$ cat src/rtl/branch_pkg.sv
// ============================================================================
// Module      : branch_pkg
// Description : Shared encodings and counter helpers for the branch resolve unit.
// Revision    : 1.0 - initial release
// ============================================================================
`default_nettype none

package branch_pkg;

   // Branch condition encodings (func3)
   localparam logic [2:0] BEQ  = 3'b000;
   localparam logic [2:0] BNE  = 3'b001;
   localparam logic [2:0] BLT  = 3'b100;
   localparam logic [2:0] BGE  = 3'b101;
   localparam logic [2:0] BLTU = 3'b110;
   localparam logic [2:0] BGEU = 3'b111;

   typedef enum logic [1:0] {
      KIND_BRANCH = 2'd0,
      KIND_JAL    = 2'd1,
      KIND_JALR   = 2'd2,
      KIND_RSVD   = 2'd3
   } kind_e;

   typedef logic [1:0] ctr_t;

   localparam ctr_t CTR_INIT = 2'b01;
   localparam ctr_t CTR_MAX  = 2'b11;
   localparam ctr_t CTR_MIN  = 2'b00;

   function automatic ctr_t ctr_next(input ctr_t cur, input logic taken);
      ctr_t nxt;
      nxt = cur;
      if (taken) begin
         if (cur != CTR_MAX) nxt = cur + 2'd1;
      end else begin
         if (cur != CTR_MIN) nxt = cur - 2'd1;
      end
      return nxt;
   endfunction

endpackage

`default_nettype wire

$ cat src/rtl/bht_2bit.sv
// ============================================================================
// Module      : bht_2bit
// Description : Array of 2-bit saturating counters, one async read, one update.
// Revision    : 1.0 - initial release
// ============================================================================
`default_nettype none

module bht_2bit
   import branch_pkg::*;
#(
   parameter int ENTRIES = 64,
   parameter int IDX_W   = $clog2(ENTRIES)
) (
   input  logic             clk,
   input  logic             rst_n,
   input  logic [IDX_W-1:0] rd_idx_i,
   output logic             rd_taken_o,
   input  logic             upd_en_i,
   input  logic [IDX_W-1:0] upd_idx_i,
   input  logic             upd_taken_i
);

   ctr_t ctr_q [ENTRIES];

   always_ff @(posedge clk or negedge rst_n) begin
      if (!rst_n) begin
         for (int i = 0; i < ENTRIES; i++) begin
            ctr_q[i] <= CTR_INIT;
         end
      end else if (upd_en_i) begin
         ctr_q[upd_idx_i] <= ctr_next(ctr_q[upd_idx_i], upd_taken_i);
      end
   end

   // Reads the registered array, so a same-cycle update is seen next cycle.
   assign rd_taken_o = ctr_q[rd_idx_i][1];

endmodule

`default_nettype wire

$ cat src/rtl/branch_resolve_unit.sv
// ============================================================================
// Module      : branch_resolve_unit
// Description : Resolves branches/JAL/JALR, flags mispredicts, trains the BHT.
//               Optional BRU_PERF_CNT_EN adds branch/mispredict counters.
// Revision    : 1.0 - initial release
// ============================================================================
`default_nettype none

module branch_resolve_unit
   import branch_pkg::*;
#(
   parameter int XLEN        = 32,
   parameter int BHT_ENTRIES = 64,
   parameter int PC_LSB      = 2
) (
   input  logic            clk,
   input  logic            rst_n,
   input  logic            flush,
   input  logic            in_valid,
   output logic            in_ready,
   input  logic [1:0]      in_kind,
   input  logic [2:0]      in_func3,
   input  logic [XLEN-1:0] in_pc,
   input  logic [XLEN-1:0] in_rs1,
   input  logic [XLEN-1:0] in_rs2,
   input  logic [XLEN-1:0] in_imm,
   input  logic            in_pred_taken,
   input  logic [XLEN-1:0] in_pred_target,
   input  logic [XLEN-1:0] lookup_pc,
   output logic            lookup_taken,
   output logic            out_valid,
   input  logic            out_ready,
   output logic            out_taken,
   output logic [XLEN-1:0] out_target,
   output logic [XLEN-1:0] out_link,
   output logic            out_mispredict,
   output logic [XLEN-1:0] out_redirect_pc
`ifdef BRU_PERF_CNT_EN
   ,
   output logic [31:0]     perf_branches,
   output logic [31:0]     perf_mispredicts
`endif
);

   localparam int IDX_W = $clog2(BHT_ENTRIES);

   kind_e           w_kind;
   logic            w_cond;
   logic            w_taken;
   logic            w_mispredict;
   logic            w_xfer;
   logic            w_train;
   logic [XLEN-1:0] w_br_target;
   logic [XLEN-1:0] w_jalr_sum;
   logic [XLEN-1:0] w_target;
   logic [XLEN-1:0] w_link;
   logic [XLEN-1:0] w_redirect;
   logic            w_unused_ok;

   logic            out_valid_d;
   logic            out_valid_q;
   logic            taken_q;
   logic            mispredict_q;
   logic [XLEN-1:0] target_q;
   logic [XLEN-1:0] link_q;
   logic [XLEN-1:0] redirect_q;

   assign w_kind      = kind_e'(in_kind);
   assign w_br_target = in_pc + in_imm;
   assign w_jalr_sum  = in_rs1 + in_imm;
   assign w_link      = in_pc + XLEN'(4);

   always_comb begin
      w_cond = 1'b0;
      case (in_func3)
         BEQ:     w_cond = (in_rs1 == in_rs2);
         BNE:     w_cond = (in_rs1 != in_rs2);
         BLT:     w_cond = ($signed(in_rs1) <  $signed(in_rs2));
         BGE:     w_cond = ($signed(in_rs1) >= $signed(in_rs2));
         BLTU:    w_cond = (in_rs1 <  in_rs2);
         BGEU:    w_cond = (in_rs1 >= in_rs2);
         default: w_cond = 1'b0;
      endcase
   end

   always_comb begin
      w_taken  = 1'b0;
      w_target = w_br_target;
      case (w_kind)
         KIND_BRANCH: w_taken = w_cond;
         KIND_JAL:    w_taken = 1'b1;
         KIND_JALR: begin
            w_taken  = 1'b1;
            w_target = {w_jalr_sum[XLEN-1:1], 1'b0};
         end
         default:     w_taken = 1'b0;
      endcase
   end

   // A not-taken result only mispredicts on direction; the target is ignored.
   assign w_mispredict = (w_taken != in_pred_taken) ||
                         (w_taken && (in_pred_target != w_target));
   assign w_redirect   = w_taken ? w_target : w_link;

   assign in_ready = !out_valid_q || out_ready;
   assign w_xfer   = in_valid && in_ready && !flush;
   assign w_train  = w_xfer && (w_kind == KIND_BRANCH);

   always_comb begin
      out_valid_d = out_valid_q;
      if (flush) begin
         out_valid_d = 1'b0;
      end else if (w_xfer) begin
         out_valid_d = 1'b1;
      end else if (out_ready) begin
         out_valid_d = 1'b0;
      end
   end

   always_ff @(posedge clk or negedge rst_n) begin
      if (!rst_n) begin
         out_valid_q  <= 1'b0;
         taken_q      <= 1'b0;
         mispredict_q <= 1'b0;
         target_q     <= '0;
         link_q       <= '0;
         redirect_q   <= '0;
      end else begin
         out_valid_q <= out_valid_d;
         if (w_xfer) begin
            taken_q      <= w_taken;
            mispredict_q <= w_mispredict;
            target_q     <= w_target;
            link_q       <= w_link;
            redirect_q   <= w_redirect;
         end
      end
   end

   assign out_valid       = out_valid_q;
   assign out_taken       = taken_q;
   assign out_mispredict  = mispredict_q;
   assign out_target      = target_q;
   assign out_link        = link_q;
   assign out_redirect_pc = redirect_q;

   bht_2bit #(
      .ENTRIES (BHT_ENTRIES),
      .IDX_W   (IDX_W)
   ) u_bht (
      .clk         (clk),
      .rst_n       (rst_n),
      .rd_idx_i    (lookup_pc[PC_LSB +: IDX_W]),
      .rd_taken_o  (lookup_taken),
      .upd_en_i    (w_train),
      .upd_idx_i   (in_pc[PC_LSB +: IDX_W]),
      .upd_taken_i (w_taken)
   );

   assign w_unused_ok = ^lookup_pc;

`ifdef BRU_PERF_CNT_EN
   logic [31:0] perf_br_q;
   logic [31:0] perf_mis_q;

   // A flushed cycle suppresses the output-side acceptance as well.
   always_ff @(posedge clk or negedge rst_n) begin
      if (!rst_n) begin
         perf_br_q  <= 32'd0;
         perf_mis_q <= 32'd0;
      end else if (out_valid_q && out_ready && !flush) begin
         perf_br_q <= perf_br_q + 32'd1;
         if (mispredict_q) begin
            perf_mis_q <= perf_mis_q + 32'd1;
         end
      end
   end

   assign perf_branches    = perf_br_q;
   assign perf_mispredicts = perf_mis_q;
`endif

endmodule

`default_nettype wire

$ cat config.mk
export PLATFORM = sky130hd
export DESIGN_NAME = branch_resolve_unit
export DESIGN_NICKNAME = d
export VERILOG_FILES = /design/src/rtl/branch_pkg.sv /design/src/rtl/bht_2bit.sv /design/src/rtl/branch_resolve_unit.sv
export SDC_FILE = /design/constraint.sdc
export NUM_CORES = 1
export LEC_CHECK = 0
export BUFFER_PORTS_ARGS = -buffer_cell sky130_fd_sc_hd__buf_2
export CORE_MARGIN = 4
export CORE_UTILIZATION = 54
export DETAILED_ROUTE_END_ITERATION = 10
export PLACE_DENSITY = 0.76
export SLEW_MARGIN = 20
export SYNTH_ARGS = -nofsm -noshare
export SYNTH_HDL_FRONTEND = slang
export SYNTH_SLANG_ARGS = --single-unit
$ cat constraint.sdc
create_clock -name clk -period 9.26 [get_ports clk]
set_input_delay 1.852 -clock clk [delete_from_list [all_inputs] [get_ports clk]]
set_output_delay 1.852 -clock clk [all_outputs]
set_load 0.05 [all_outputs]
==> results.cfg, run 1 <==
[die]
die_h_um = 188
fp-row-count = 65
die_w_um = 188
io_pins = 304
coreArea_sq_um = 31700
fp.dieArea_sq_um = 35300
start_util = 0.552

[placed_design]
placed_cell_area_sq_um = 19000
port_buffers = 277
place_congestion = 1.00
hpwl_um = 47600

[worst_setup_path]
timing.reg2reg.setup_slack_ns = 5.33
worst_ep_required_time_ns = 7.41
r2r_start = out_valid
cp_slowest_cell = mux4_2
rr_worst_depth = 11
r2r-end = out_mispredict
slowest_delay_ns = 0.64
crit_path_end_kind = output pin
cp_cell_sequence = buf_2 -> mux4_2 -> mux4_2 -> mux4_2 -> buf_2
cp_max_fo = 16
worstSetupPathType = input port to output pin
start_kind = input port
worstPathArrival_ns = 4.17
cpMostUsedCell = mux4_2

[global_route]
grt_use_met2 = 0.546
grt_pass1_vias = 16100
use_met3 = 0.0678
gr-usage-met1 = 0.442
grt_usage = 0.337
grt-busiest-layer = met2
antenna_found_initial = 9
grt-ovfl-total = 0
grt_pass1_wl_um = 94400
grt_max_degree = 151

[clock_tree]
cts-root-buf = clkbuf_16
clk_latency_ns = 0.53
clk_pin_slew_worst_paths_ns = 0.06
cts_resized = 0
cts_hold_buf = 0
clockBufferDepth = 3
h-tree-depth = 1
clkSinkCount = 227
cts_tree = built
post_cts_buffers = 0
numCtsBuffers = 24

[sta]
max_freq_mhz = 166
clock_skew_ns = 0.0276
grt_setup_unrepaired = false
fin_crit_sh = 0.650
worst_pin_slew_ns = 1.13
min_period_ns = 6.02
setup_viol = 0
relSlewSlack = 0.248
tns_ns = 0
hold_violations = 0
drv_slew = 0

[cells_and_area]
final_core_util = 0.627
finalInstanceArea_sq_um = 19900
finalNetCount = 2459
multi_input_comb_area_sq_um = 11100
nFillCells = 2721
seqCellArea_sq_um = 5760
synthToLayoutAreaGrowth_pct = 13.6
most-common-layout-cells = buf_2 (276), nand2_1 (242), dfrtp_1 (163)
layout_commonest_cell = buf_2
drive_above_1_share = 0.269

[job]
max_cap_violations = 0

[hold_path]
hold_path_depth = 2
min_to = out_redirect_pc[5]
worstHoldStart = out_redirect_pc[5]
hold_path_class = flop to flop

[logic_synthesis]
syn_inst = 1961
synth_xor_area_frac = 0.0518
synthSimpleGateAreaFrac = 0.186
synth-compound-area-share = 0.185
synth-edff-count = 0
yosys-top-cells-area = dfrtp_1 (23%), dfstp_2 (9.6%), mux2_2 (9.5%), ha_1 (6.9%), nand2_1 (5.2%)
synth_mux_area_frac = 0.135
async_flop_share = 1.00
synth_top_area_share = 0.233
synth_top_area_cell = dfrtp_1
yosys.cell_types.count = 81
synth.avg_cell_area_sq_um = 8.92
syn_area_sq_um = 17500
yosysSeqAreaShare = 0.329
yosysWarnings = 0
ys_ff_latch = 227
synth_adder_area_share = 0.0722
syn-num-nets = 2263
ys.flop_type = dfrtp_1
synth_top_family_by_area = simple AND/OR/NAND/NOR gates

[routing]
dr.pass1.iters = 6
wl_um = 62000
first_iter_violations = 1699
drc_errors = 0
wl_per_cell_um = 24.0
vias = 16800
avgViaCountPerCell = 6.52
antenna_left = 0

[pwr]
p_per_area_nw_per_um2 = 170
p_leak_nw = 9.02
ir_worst_vdd_v = 0.000145

[status]
outcome = complete, no violations
[worst max-delay path by stage]
stage                             from          endpoint  slack (ns)  cells past startpoint
after floorplan           lookup_pc[2]      lookup_taken        2.99                      5
final                     lookup_pc[2]      lookup_taken        3.24                      5
after CTS                 lookup_pc[2]      lookup_taken        3.21                      5
after global routing          in_pc[0]    out_mispredict        3.07                     13
after detailed placement      in_pc[0]    out_mispredict        2.81                     13
after global placement      in_rs1[31]  u_bht.ctr_q[108]        2.79                     12
[per-layer routing]
metal / up-vias / wire (um)
li1: 7627 / -
met4: 8 / 3300
met3: 194 / 6000
met2: 931 / 28600
met5: - / 51
met1: 8059 / 24100
[logic make-up after synthesis]
logic type,Yosys count
simple gates,678
compound gates,481
xor+xnor,97
flops,227
mux,192
buf+inv,186
fa+ha+maj,100
[critical path: cells and delay by family]
family   cells  cell delay [ns]
buf+inv      2             0.69
mux          3             1.61
[Yosys cell counts, types with 17 or more instances]
cell type and instances:
o21ai_0 129, ha_1 97, nand4_1 43, nand2_1 242, nor2b_1 22, inv_1 65, clkbuf_1 93, nor2_1 142
nand3_1 51, mux4_2 21, mux2_2 148, o211ai_1 19, a21o_1 29, nor3_1 47, xnor2_1 56, dfrtp_1 163
mux2i_1 23, a221oi_1 17, and3_1 27, a21oi_1 84, a22oi_1 39, xor2_1 37, dfstp_2 64
[sequential cells by signal (all words and copies together) (netlist names)]
register         flops
u_bht.ctr_q        128
out_valid            1
out_redirect_pc     32
out_target          32
out_taken            1
out_link            32
out_mispredict       1
[stage by stage]
| stage | hold slack [ns] | worst slack, ns | instances | power [mW] |
|---|---|---|---|---|
| floorplan | 0.497 | 2.99 | 1961 | 2.00 |
| global placement | 0.452 | 2.79 | 2532 | 2.39 |
| detailed placement | 0.458 | 2.81 | 2532 | 2.41 |
| CTS | 0.471 | 3.21 | 2575 | 3.37 |
| global route | 0.481 | 3.07 | 2577 | 3.52 |
| finish | 0.465 | 3.24 | 2581 | 3.38 |
[area by class of cell]
cell class              instances  area share
diodes                          5    0.000629
clock buffers                  34      0.0342
clock inverters                 9     0.00522
inverters                      65      0.0123
multi-input cells            1548       0.556
flip-flops and latches        227       0.290
well taps                     402      0.0253
repair buffers                291      0.0765
[power breakdown]
part / internal (mW) / switching [mW] / total, mW
clock: 0.567 / 0.402 / 0.969
combinational: 0.358 / 0.895 / 1.25
sequential: 1.10 / 0.0610 / 1.16
total: 2.02 / 1.36 / 3.38
Power figures use the tool's default switching activity.
==> inputs of run 2 (changes only) <==
Clock period 9.26 ns to 5.85 ns, I/O delays scaled along.
==> results.cfg, run 2 (same netlist as run 1, synthesis figures left out) <==
[status]
outcome = complete, no violations

[die]
die_h_um = 188
io_pins = 304
start_util = 0.552
fp-row-count = 65
coreArea_sq_um = 31700
fp.dieArea_sq_um = 35300
die_w_um = 188

[pwr]
p_per_area_nw_per_um2 = 267
intPower_mw = 3.21
p_total_mw = 5.34
p_leak_nw = 9.11
ir_worst_vdd_v = 0.000225
combPwrFrac = 0.374
p_sw_frac = 0.398
switchingPower_mw = 2.13
clkPwrFrac = 0.283
power_frac_seq = 0.343

[routing]
drc_errors = 0
dr_wl_met2_um = 28600
wl_per_cell_um = 23.8
wl_met1_um = 25100
route.met3.wl_um = 5340
dr.pass1.iters = 6
first_iter_violations = 2030
wl_um = 61900
top_layer_used = met5
vias = 17000
avgViaCountPerCell = 6.56
antenna_left = 0

[placed_design]
placed_cell_area_sq_um = 19200
place_congestion = 0.974
hpwl_um = 47800
dp_slack_ns = 0.658
port_buffers = 277
placedCellCount = 2555

[global_route]
grt-ovfl-total = 0
grt_max_degree = 131
grt_pass1_wl_um = 93800
grt_pass1_vias = 16000
grt_usage = 0.335
antenna_found_initial = 7

[worst_setup_path]
cp_max_fo = 5
slowest_delay_ns = 0.41
crit_path_end_kind = flop
worstPathArrival_ns = 5.17
worstSetupPathType = input port to flop
cp_cell_sequence = buf_2 -> ha_1 -> fa_1 -> a21oi_1 -> o21ai_0 -> a41oi_1 -> o21ai_0 -> a21oi_1 -> a311oi_1 -> a2111oi_0 -> nor4bb_1 -> buf_4 -> nand4_1 -> nor4_1 -> buf_4 -> nor2_1
cp_slowest_cell = fa_1
timing.reg2reg.setup_slack_ns = 2.71
worst_ep_required_time_ns = 6.24
start_kind = input port

[cells_and_area]
most-common-layout-cells = buf_2 (276), nand2_1 (242), dfrtp_1 (163)
synthToLayoutAreaGrowth_pct = 14.2
drive_above_1_share = 0.274
regMostFlops = u_bht.ctr_q
largest_reg_flops = 128
finalNetCount = 2480
final_core_util = 0.630
layout_commonest_cell = buf_2
nFillCells = 2740
final_cells = 2597
finalInstanceArea_sq_um = 20000

[clock_tree]
clockBufferDepth = 3
post_cts_buffers = 0
clk_latency_ns = 0.53
cts_resized = 0
cts-root-buf = clkbuf_16
h-tree-depth = 1
cts_hold_buf = 0
clkSinkCount = 227
numCtsBuffers = 23
cts_tree = built
clk_pin_slew_worst_paths_ns = 0.06

[sta]
relSlewSlack = 0.229
fin_crit_sh = 0.817
tns_ns = 0
clock_skew_ns = 0.0266
worst_slack_ns = 1.07
hold_violations = 0
setup_viol = 0
min_period_ns = 4.78
drv_slew = 0
grt_setup_unrepaired = false
worst_pin_slew_ns = 1.16
max_freq_mhz = 209
holdWs_ns = 0.465

[job]
max_cap_violations = 0

[hold_path]
hold_path_class = flop to flop
## run 2: changes by cell type in the layout (fill, tap and decap cells not counted), sizes merged
cell      before  now
bufinv         2    3
clkinvlp       2    0
buf          291  313
diode          5    2
inv           65   66
clkinv         5    2
## run 2: critical path: cells and delay by family
kind,cells,cell delay [ns]
buffers and inverters,3,0.56
AO/OA/AOI/OAI,7,1.97
adder cells (fa/ha/maj),2,0.69
AND/OR/NAND/NOR,4,0.77
## run 2: routing by layer
layer | up-vias | GRT usage
li1 | 7660 | -
met1 | 8310 | 0.458
met2 | 900 | 0.543
met3 | 160 | 0.0499
met4 | 6 | 0.122
met5 | - | 0
## run 2: power groups by stage
stage / clock (mW) / sequential, mW / combinational [mW]
3_5_place_dp: 0 / 1.85 / 1.98
5_1_grt: 1.59 / 1.84 / 2.13
2_1_floorplan: 0 / 2.32 / 0.843
6_report: 1.51 / 1.83 / 2.00
4_1_cts: 1.52 / 1.83 / 1.98
3_3_place_gp: 0 / 1.85 / 1.95
## run 2: path summary, 6_finish.rpt
check	from	cells past startpoint	end
setup / recovery	in_pc[0]	16	out_mispredict
hold / removal	out_redirect_pc[5]	2	out_redirect_pc[5]
setup reg to reg	out_valid	6	u_bht.ctr_q[73]
hold reg to reg	out_redirect_pc[5]	2	out_redirect_pc[5]
max in group asynchronous	rst_n	2	out_redirect_pc[7]
min in group asynchronous	rst_n	1	out_valid
## run 2: area by class of cell
cell class,instances,area (sq um),share of cell area
multi-input combinational,1548,11000,0.552
sequential,227,5760,0.288
timing repair buffer,313,1680,0.0840
clock buffer,34,647,0.0324
tap,402,503,0.0252
inverter,65,244,0.0122
clock inverter,6,109,0.00545
antenna,2,5.00,0.000250
